===== src/rtl/mem_access_unit.sv =====
// Memory-stage access unit: drives a req/ack data bus for loads and stores and holds the M->W register.
// Optional MISALIGN_TRAP_EN adds MisalignM and suppresses misaligned accesses instead of masking them.
module mem_access_unit #(
  parameter int unsigned DATA_WIDTH     = 32,
  parameter int unsigned TIMEOUT_CYCLES = 255
) (
  input  logic                    clk,
  input  logic                    reset,
  input  logic                    RegWriteM,
  input  logic [1:0]              ResultSrcM,
  input  logic                    MemWriteM,
  input  logic [2:0]              funct3M,
  input  logic [DATA_WIDTH-1:0]   ALUResultM,
  input  logic [DATA_WIDTH-1:0]   WriteDataM,
  input  logic [4:0]              RdM,
  input  logic [DATA_WIDTH-1:0]   PCPlus4M,
  output logic                    StallM,
  output logic                    mem_req,
  output logic                    mem_we,
  output logic [DATA_WIDTH-1:0]   mem_addr,
  output logic [DATA_WIDTH/8-1:0] mem_be,
  output logic [DATA_WIDTH-1:0]   mem_wdata,
  input  logic                    mem_ack,
  input  logic [DATA_WIDTH-1:0]   mem_rdata,
  output logic                    RegWriteW,
  output logic [1:0]              ResultSrcW,
  output logic [DATA_WIDTH-1:0]   ALUResultW,
  output logic [DATA_WIDTH-1:0]   ReadDataW,
  output logic [4:0]              RdW,
  output logic [DATA_WIDTH-1:0]   PCPlus4W,
  output logic                    BusErr
`ifdef MISALIGN_TRAP_EN
  ,
  output logic                    MisalignM
`endif
);

  localparam int unsigned CntW = $clog2(TIMEOUT_CYCLES + 1);
  localparam int unsigned BeW  = DATA_WIDTH / 8;

  typedef enum logic [0:0] {StIdle, StWait} state_e;

  state_e          state_q, state_d;
  logic [CntW-1:0] cnt_q, cnt_d, cnt_inc;
  logic            bus_err_q, bus_err_d;

  logic                  reg_write_q, reg_write_d;
  logic [1:0]            result_src_q, result_src_d;
  logic [DATA_WIDTH-1:0] alu_result_q, alu_result_d;
  logic [DATA_WIDTH-1:0] read_data_q, read_data_d;
  logic [4:0]            rd_q, rd_d;
  logic [DATA_WIDTH-1:0] pc_plus4_q, pc_plus4_d;

  logic                  is_load, memop, in_wait, load_bundle;
  logic [1:0]            a;
  logic [BeW-1:0]        st_be;
  logic [DATA_WIDTH-1:0] st_wdata, ld_ext, load_data;
  logic [7:0]            ld_byte;
  logic [15:0]           ld_half;

  assign a       = ALUResultM[1:0];
  assign is_load = (ResultSrcM == 2'b01);
  assign memop   = MemWriteM | is_load;
  assign in_wait = (state_q == StWait);
  assign cnt_inc = cnt_q + CntW'(1);

`ifdef MISALIGN_TRAP_EN
  logic misalign;
  assign misalign = ((funct3M[1:0] == 2'b01) & a[0]) | (funct3M[1] & (a != 2'b00));
`endif

  // Store lane steering; misaligned halves/words simply ignore the low address bits.
  always_comb begin
    st_be    = '1;
    st_wdata = WriteDataM;
    case (funct3M[1:0])
      2'b00: begin
        st_be    = BeW'(1) << a;
        st_wdata = {(DATA_WIDTH/8){WriteDataM[7:0]}};
      end
      2'b01: begin
        st_be    = a[1] ? BeW'(4'b1100) : BeW'(4'b0011);
        st_wdata = {(DATA_WIDTH/16){WriteDataM[15:0]}};
      end
      default: ;
    endcase
  end

  always_comb begin
    ld_byte = mem_rdata[{a, 3'b000} +: 8];
    ld_half = mem_rdata[{a[1], 4'b0000} +: 16];
    case (funct3M)
      3'b000:  ld_ext = {{(DATA_WIDTH-8){ld_byte[7]}}, ld_byte};
      3'b001:  ld_ext = {{(DATA_WIDTH-16){ld_half[15]}}, ld_half};
      3'b100:  ld_ext = {{(DATA_WIDTH-8){1'b0}}, ld_byte};
      3'b101:  ld_ext = {{(DATA_WIDTH-16){1'b0}}, ld_half};
      default: ld_ext = mem_rdata;
    endcase
  end

  assign mem_we    = in_wait & MemWriteM;
  assign mem_addr  = in_wait ? {ALUResultM[DATA_WIDTH-1:2], 2'b00} : '0;
  assign mem_be    = in_wait ? (MemWriteM ? st_be : '1) : '0;
  assign mem_wdata = (in_wait & MemWriteM) ? st_wdata : '0;

  always_comb begin
    state_d     = state_q;
    cnt_d       = cnt_q;
    bus_err_d   = bus_err_q;
    StallM      = 1'b0;
    mem_req     = 1'b0;
    load_bundle = 1'b0;
    load_data   = '0;
`ifdef MISALIGN_TRAP_EN
    MisalignM   = 1'b0;
`endif
    unique case (state_q)
      StIdle: begin
        cnt_d = '0;
        if (!memop) begin
          load_bundle = 1'b1;
`ifdef MISALIGN_TRAP_EN
        end else if (misalign) begin
          MisalignM = 1'b1;
`endif
        end else begin
          StallM  = 1'b1;
          state_d = StWait;
        end
      end
      StWait: begin
        mem_req = 1'b1;
        if (mem_ack) begin
          load_bundle = 1'b1;
          load_data   = is_load ? ld_ext : '0;
          state_d     = StIdle;
          cnt_d       = '0;
        end else if (cnt_inc == CntW'(TIMEOUT_CYCLES)) begin
          // Abandon the access: release the pipeline and drop the instruction.
          bus_err_d = 1'b1;
          state_d   = StIdle;
          cnt_d     = '0;
        end else begin
          StallM = 1'b1;
          cnt_d  = cnt_inc;
        end
      end
      default: state_d = StIdle;
    endcase
  end

  always_comb begin
    reg_write_d  = 1'b0;
    result_src_d = '0;
    alu_result_d = '0;
    read_data_d  = '0;
    rd_d         = '0;
    pc_plus4_d   = '0;
    if (load_bundle) begin
      reg_write_d  = RegWriteM;
      result_src_d = ResultSrcM;
      alu_result_d = ALUResultM;
      read_data_d  = load_data;
      rd_d         = RdM;
      pc_plus4_d   = PCPlus4M;
    end
  end

  always_ff @(posedge clk or posedge reset) begin
    if (reset) begin
      state_q      <= StIdle;
      cnt_q        <= '0;
      bus_err_q    <= 1'b0;
      reg_write_q  <= 1'b0;
      result_src_q <= '0;
      alu_result_q <= '0;
      read_data_q  <= '0;
      rd_q         <= '0;
      pc_plus4_q   <= '0;
    end else begin
      state_q      <= state_d;
      cnt_q        <= cnt_d;
      bus_err_q    <= bus_err_d;
      reg_write_q  <= reg_write_d;
      result_src_q <= result_src_d;
      alu_result_q <= alu_result_d;
      read_data_q  <= read_data_d;
      rd_q         <= rd_d;
      pc_plus4_q   <= pc_plus4_d;
    end
  end

  assign RegWriteW  = reg_write_q;
  assign ResultSrcW = result_src_q;
  assign ALUResultW = alu_result_q;
  assign ReadDataW  = read_data_q;
  assign RdW        = rd_q;
  assign PCPlus4W   = pc_plus4_q;
  assign BusErr     = bus_err_q;

endmodule

===== config.mk =====
export PLATFORM = sky130hd
export DESIGN_NAME = mem_access_unit
export DESIGN_NICKNAME = d
export VERILOG_FILES = /design/src/rtl/mem_access_unit.sv
export SDC_FILE = /design/constraint.sdc
export NUM_CORES = 1
export LEC_CHECK = 0
export ABC_AREA = 1
export ABC_CLOCK_PERIOD_IN_PS = 4700
export BUFFER_PORTS_ARGS = -buffer_cell sky130_fd_sc_hd__buf_2
export CORE_AREA = 2 2 125 127
export CTS_BUF_LIST = sky130_fd_sc_hd__clkbuf_2 sky130_fd_sc_hd__clkbuf_4 sky130_fd_sc_hd__clkbuf_8
export DETAILED_ROUTE_END_ITERATION = 12
export DIE_AREA = 0 0 127 129
export GPL_TIMING_DRIVEN = 0
export PLACE_DENSITY = 0.66
export SYNTH_ARGS = -nofsm -noshare
export SYNTH_HDL_FRONTEND = slang
export SYNTH_SLANG_ARGS = --single-unit

===== constraint.sdc =====
create_clock -name clk -period 4.7 [get_ports clk]
set_input_delay 0.705 -clock clk [delete_from_list [all_inputs] [get_ports clk]]
set_output_delay 0.705 -clock clk [all_outputs]
set_load 0.01 [all_outputs]

==> Yosys cells after proc, flatten, opt, wreduce, memory -nomap -nowiden <==
Index checks and enable logic that the tools add are counted.
{ "totals": {"reg_bits": 114, "input_bits": 143, "output_inout_bits": 176, "elab_cells": 54} }
{ "classes": {"n_addsub": 1, "eq_ne": 6, "n_shift": 3, "n_mux": 28, "bitwise_logic": 4, "n_reduce_logical": 3} }
{ "ops": {"columns": ["op", "n"], "rows": [
  ["$mux 32", 8],
  ["$pmux 32 s4", 1],
  ["$pmux 32 s2", 1],
  ["$shiftx 32x6->16", 1],
  ["$shiftx 32x6->8", 1],
  ["$mux 8", 2],
  ["$pmux 8 s2", 1],
  ["$mux 4", 3],
  ["$add 8x1->8 const B", 1],
  ["$eq 8x8->1 const B", 1],
  ["$pmux 4 s2", 1],
  ["$mux 1", 7],
  ["$eq 3x3->1 const B", 2],
  ["$mux 5", 1],
  ["$eq 2x1->1 const B", 2],
  ["$pmux 1 s2", 2],
  ["$shl 1x2->4 const A", 1],
  ["$eq 3x1->1 const B", 1],
  ["$logic_not 3->1", 1],
  ["$reduce_and 3->1", 1],
  ["$logic_not 2->1", 1],
  ["$mux 2", 1],
  ["$not 1->1", 2],
  ["$and 1x1->1", 1],
  ["$or 1x1->1", 1]
]} }

==> Logic depth before layout (Yosys ltp) <==
{ "logic_depth": {"depth_word": 6, "depth_mapped": 10, "ltp_nobuf": 10} }

==> Worst setup path after synthesis <==
No wires, ideal clock.
{ "synth_timing": {"kind": "input -> output", "startpoint": "in ALUResultM[1]", "endpoint": "out mem_be[3]", "t_arrival_ns": 1.544, "required_ns": 3.995, "path_slack_ns": 2.451, "stages": 5, "n_path_buf": 1, "path_cell_list": "buf_2 -> nand2_1 -> nor2_1 -> a31oi_1 -> a31oi_1"} }
{ "synth_between": {"elab_chain_len": 4, "elab_cells_between_ends": 5, "cone_classes": "shift (1); mux (4)"} }
{ "synth_rtl": {"columns": ["item", "line_no", "text"], "rows": [
  ["start, declared", "13", "input logic [DATA_WIDTH-1:0] ALUResultM,"],
  ["$mux 4 or $shl 1x2->4 (tied branches)", "82, 78", null],
  ["$pmux 4 s2 *", "76", "case (funct3M[1:0])"],
  ["$mux 4 * (2 in series)", "103", "assign mem_be = in_wait ? (MemWriteM ? st_be : '1) : '0;"],
  ["end, declared", "21", "output logic [DATA_WIDTH/8-1:0] mem_be,"]
]} }
Every way passes the cells marked *; elsewhere a longest branch is shown, timed or not.

==> Worst setup path in the final report <==
{ "layout_timing": {"startpoint": "reg cnt_q[0]", "endpoint": "out StallM"} }
{ "layout_between": {"elab_chain_len": 5} }
{ "layout_rtl": {"columns": ["item", "line_no", "text"], "rows": [
  ["start, declared", "44", "logic [CntW-1:0] cnt_q, cnt_d, cnt_inc;"],
  ["start signal, assigned", "182", "cnt_q <= cnt_d;"],
  ["$add 8x1->8", "65", "assign cnt_inc = cnt_q + CntW'(1);"],
  ["$eq 8x8->1", "138", "end else if (cnt_inc == CntW'(TIMEOUT_CYCLES)) begin"],
  ["$mux 1", "138", null],
  ["$mux 1", "133", "if (mem_ack) begin"],
  ["$pmux 1 s2", "117", "unique case (state_q)"],
  ["end, declared", "17", "output logic StallM,"]
]} }
No other way between the ends.

==> report_table.html <==
<table>
<tr><th>Metric</th><th>Value</th></tr>
<tr><th colspan="2">Worst hold path</th></tr>
<tr><td>Kind of path behind the tightest hold check</td><td>in2async</td></tr>
<tr><th colspan="2">Critical path</th></tr>
<tr><td>FF-to-FF path depth</td><td>5</td></tr>
<tr><td>Startpoint type of the worst setup path</td><td>flip-flop</td></tr>
<tr><td>Category of the worst setup path capture point</td><td>primary output</td></tr>
<tr><td>Arrival time of the worst setup path</td><td>2.25 ns</td></tr>
<tr><td>CP max stage delay</td><td>0.41 ns</td></tr>
<tr><td>Cells along the critical path</td><td>ha_1 -&gt; nand2_1 -&gt; nor2_1 -&gt; nand2_1 -&gt; nand2_1 -&gt; nand2_1 -&gt; nor2_1 -&gt; nand3_1 -&gt; nand2_1 -&gt; nand2_1 -&gt; buf_2</td></tr>
<tr><td>Worst Setup SP</td><td>cnt_q[0]$_DFF_PP0_</td></tr>
<tr><td>Capture point of the worst reg-to-reg path</td><td>ALUResultW[27]$_DFF_PP0_</td></tr>
<tr><td>Crit path max-delay cell type</td><td>dfrtp_1</td></tr>
<tr><td>Reg-to-reg startpoint</td><td>in_wait$_DFF_PP0_</td></tr>
<tr><td>Worst Path Required</td><td>about 4 ns</td></tr>
<tr><td>Largest fanout on the critical path</td><td>8</td></tr>
<tr><td>Endpoint of the most critical setup path</td><td>StallM</td></tr>
<tr><td>Register-to-Register Setup Slack</td><td>2.72 ns</td></tr>
<tr><td>Critical path type</td><td>reg2out</td></tr>
<tr><td>Most frequent CP cell</td><td>nand2_1</td></tr>
<tr><th colspan="2">Clocking</th></tr>
<tr><td>Clock sinks</td><td>114</td></tr>
<tr><td>Clock buffers created by TritonCTS</td><td>17</td></tr>
<tr><td>Root buffer cell</td><td>clkbuf_8</td></tr>
<tr><td>Count of buffers added by post-CTS timing repair for setup</td><td>0</td></tr>
<tr><td>Post-cts repair resize count</td><td>0</td></tr>
<tr><td>Hold buffer count at cts</td><td>0</td></tr>
<tr><td>Clock-pin slew on the worst setup and hold paths</td><td>roughly 0.07 ns</td></tr>
<tr><td>Max clock buf depth</td><td>2</td></tr>
<tr><td>H-tree depth</td><td>4</td></tr>
<tr><td>Clock tree from TritonCTS</td><td>built</td></tr>
<tr><td>Insertion delay of the later-clocked pin in the worst-skew pair</td><td>0.44 ns</td></tr>
<tr><th colspan="2">Power</th></tr>
<tr><td>Part of the total power dissipated in combinational logic</td><td>between 20% and 30%</td></tr>
<tr><td>VDD IR-drop max</td><td>0.000156 V</td></tr>
<tr><td>Leakage dissipation</td><td>4.69 nW</td></tr>
<tr><td>Switch Pwr</td><td>0.854 mW</td></tr>
<tr><td>Power per cell area</td><td>364 nW/µm²</td></tr>
<tr><td>Clock network fraction of design power</td><td>36.0%</td></tr>
<tr><td>Switching Share</td><td>31.7%</td></tr>
<tr><td>Part of the power in registers</td><td>between 40% and 50%</td></tr>
<tr><td>Internal Power</td><td>between 1.5 and 2 mW</td></tr>
<tr><th colspan="2">Synthesis</th></tr>
<tr><td>Cells after Synth</td><td>630</td></tr>
<tr><td>Per-instance average area after synthesis</td><td>8.14 µm²</td></tr>
<tr><td>Largest cells by area after synthesis</td><td>dfrtp_1 56%, nor2_1 11%, inv_1 10%</td></tr>
<tr><td>Synth area leader</td><td>dfrtp_1</td></tr>
<tr><td>Synthesized area</td><td>5130 µm²</td></tr>
<tr><td>Sequential-to-total area share from yosys stat</td><td>between 50% and 60%</td></tr>
<tr><td>Ys Warns</td><td>0</td></tr>
<tr><td>Synth unique cells</td><td>30</td></tr>
<tr><td>Register bit total from synthesis</td><td>114</td></tr>
<tr><td>Share of the synthesized area in the top cell type</td><td>around 56%</td></tr>
<tr><th colspan="2">Global route</th></tr>
<tr><td>Total global routing overflow</td><td>0</td></tr>
<tr><td>Vias in the first global route</td><td>5024</td></tr>
<tr><td>Total Routing Usage GR</td><td>about a fifth</td></tr>
<tr><td>Initial antenna violation count</td><td>1</td></tr>
<tr><td>Global-route wire length before repair</td><td>26000 µm</td></tr>
<tr><td>Pin count of the biggest net entering global routing</td><td>59</td></tr>
<tr><th colspan="2">Finish</th></tr>
<tr><td>Fillcell total</td><td>1517</td></tr>
<tr><td>Fraction of final layout cells with drive strength greater than 1</td><td>approximately two fifths</td></tr>
<tr><td>Relative area change from synthesis to final layout</td><td>44.4%</td></tr>
<tr><td>Final design area excluding fillers</td><td>roughly 7400 µm²</td></tr>
<tr><td>Net count of the finished layout</td><td>1111</td></tr>
<tr><th colspan="2">Route</th></tr>
<tr><td>Drt wl/cell</td><td>between 15 and 20 µm</td></tr>
<tr><td>First DRT Iteration DRCs</td><td>313</td></tr>
<tr><td>Number of iterations in the first detailed-routing pass</td><td>5</td></tr>
<tr><td>Via count</td><td>5207</td></tr>
<tr><td>DRT Wirelength</td><td>approximately 18000 µm</td></tr>
<tr><td>Via density per instance</td><td>4.46</td></tr>
<tr><td>Number of nets with antenna violations after detailed routing</td><td>0</td></tr>
<tr><td>Count of unresolved DRC violations after routing</td><td>0</td></tr>
<tr><th colspan="2">Floorplanning</th></tr>
<tr><td>Die area</td><td>16400 µm²</td></tr>
<tr><td>Initial cell density of the core</td><td>34.2%</td></tr>
<tr><td>Top-Level Pins</td><td>319</td></tr>
<tr><td>Vertical die dimension</td><td>about 130 µm</td></tr>
<tr><td>Row count</td><td>45</td></tr>
<tr><td>Die span in x</td><td>approximately 130 µm</td></tr>
<tr><td>Placeable core region</td><td>15000 µm²</td></tr>
<tr><th colspan="2">Placed design</th></tr>
<tr><td>Port-buffer cells</td><td>315</td></tr>
<tr><td>Routability cong.</td><td>0.849</td></tr>
<tr><td>Final HPWL from detailed placement</td><td>~14000 µm</td></tr>
<tr><td>Cell Area, Placed</td><td>~7000 µm²</td></tr>
<tr><th colspan="2">STA</th></tr>
<tr><td>Post-route worst hold slack</td><td>0.306 ns</td></tr>
<tr><td>Final slew viol count</td><td>0</td></tr>
<tr><td>Transition time of the tightest slew-check pin</td><td>roughly 0.76 ns</td></tr>
<tr><td>Post-layout min period</td><td>2.96 ns</td></tr>
<tr><td># setup viols final</td><td>0</td></tr>
<tr><td>Aggregate negative setup slack</td><td>0 ns</td></tr>
<tr><td>Slew margin rel.</td><td>49.1%</td></tr>
<tr><td>Maximum clock skew at final layout</td><td>0.00730 ns</td></tr>
<tr><td>Final period util</td><td>63.0%</td></tr>
<tr><td>Achievable frequency</td><td>338 MHz</td></tr>
<tr><td>Hold violation count in the final report</td><td>0</td></tr>
<tr><td>Setup repair after global routing missed its margin</td><td>no</td></tr>
<tr><th colspan="2">Run status</th></tr>
<tr><td>Result of the run</td><td>complete, no violations</td></tr>
<tr><th colspan="2">Flow run</th></tr>
<tr><td>Max-capacitance violation count</td><td>0</td></tr>
</table>
## cell type report
class | count | area (µm²) | area share [%]
Tap cell | 188 | 235 | 3.18
Buffer | 24 | 125 | 1.69
Multi-Input combinational cell | 350 | 1620 | 21.8
Inverter | 143 | 542 | 7.32
Clock inverter | 14 | 179 | 2.42
Antenna cell | 1 | 2.50 | 0.0338
Timing Repair Buffer | 316 | 1600 | 21.7
Sequential cell | 114 | 2850 | 38.5
Clock buffer | 18 | 248 | 3.35
## sequential cells by signal (all words and copies together) (netlist names)
name / flops
ResultSrcW: 2
PCPlus4W: 32
ReadDataW: 32
cnt_q: 8
RdW: 5
ALUResultW: 32
BusErr: 1
RegWriteW: 1
in_wait: 1
## through the flow
| step | std cells | setup WS [ns] | power, mW | util [%] |
|---|---|---|---|---|
| 3_5_place_dp | 1135 | 1.88 | 1.75 | 46.6 |
| 6_report | 1168 | 1.74 | 2.70 | 49.4 |
| 5_1_grt | 1168 | 1.52 | 2.84 | 49.4 |
| 3_3_place_gp | 1134 | -0.389 | 1.75 | 46.3 |
| 2_1_floorplan | 631 | 0.979 | 1.43 | - |
| 4_1_cts | 1167 | 1.68 | 2.73 | 49.4 |
## worst max-delay path: cells and delay by family (launching register included)
family | cells | cell delay [ns]
adders and majority gates | 1 | 0.22
DFF | 1 | 0.41
buffers and inverters | 1 | 0.16
and+or+nand+nor | 9 | 1.04
## worst min path at each step
stage	from	end	slack (ns)	cells after the start
after floorplan	cnt_q[0]$_DFF_PP0_	cnt_q[0]$_DFF_PP0_	0.47	1
after global placement	BusErr$_DFFE_PP0P_	BusErr$_DFFE_PP0P_	0.44	2
after detailed placement	BusErr$_DFFE_PP0P_	BusErr$_DFFE_PP0P_	0.45	2
after CTS	reset	PCPlus4W[20]$_DFF_PP0_	0.31	2
after global routing	reset	PCPlus4W[20]$_DFF_PP0_	0.32	2
final	reset	PCPlus4W[20]$_DFF_PP0_	0.31	2
## placed cells by master, fill, tap and decap left out, types with 12 or more instances in the layout
cell type    n
inv_1      135
dfrtp_1    114
nand2_1     91
nand3_1     18
clkbuf_8    18
nor2_1     150
nor2_4      12
o21ai_0     16
a21oi_1     16
buf_2      324
## per-layer routing
metal / share of wire [%] / vias up / track usage [%]
met2: 53 / 291 / 39.6
met3: 8.4 / 26 / 5.49
met1: 37 / 2346 / 22.7
li1: - / 2544 / -
met4: 2.0 / 0 / 7.63
met5: 0 / - / 0
## power groups by stage
stage | Sequential (mW) | Combinational [mW] | Clock [mW]
2_1_floorplan | 1.16 | 0.268 | 0
3_3_place_gp | 1.11 | 0.635 | 0
3_5_place_dp | 1.11 | 0.641 | 0
4_1_cts | 1.09 | 0.643 | 0.989
5_1_grt | 1.10 | 0.702 | 1.04
6_report | 1.09 | 0.633 | 0.972
## cells in the mapped netlist
library cell,count
dfrtp_1,114
buf_2,9
buf_12,1
inv_2,7
o21ai_0,16
nand2_2,1
nand2_1,91
buf_4,2
nor3_1,2
nor2_4,12
nand2_4,1
nor2_2,1
o311ai_0,6
xor2_1,1
o21ai_1,3
conb_1,1
nand3_2,1
nand3_1,18
nand4_1,4
nor2_1,150
a31oi_1,11
a211oi_1,2
o21bai_1,1
buf_1,1
clkbuf_1,11
ha_1,2
inv_1,136
or2_1,1
a21oi_1,16
o22ai_1,8
## cells by family (layout without fill, tap and decap cells)
logic type	Yosys count	in the layout	share of synthesized area, %
fa+ha+maj	2	2	0.488
buf+inv	167	515	12.9
other cells	1	3	0.0732
simple gates	282	282	23.5
xor+xnor	1	1	0.171
flops	114	114	55.7
compound gates	63	63	7.20
Power figures use the tool's default switching activity.
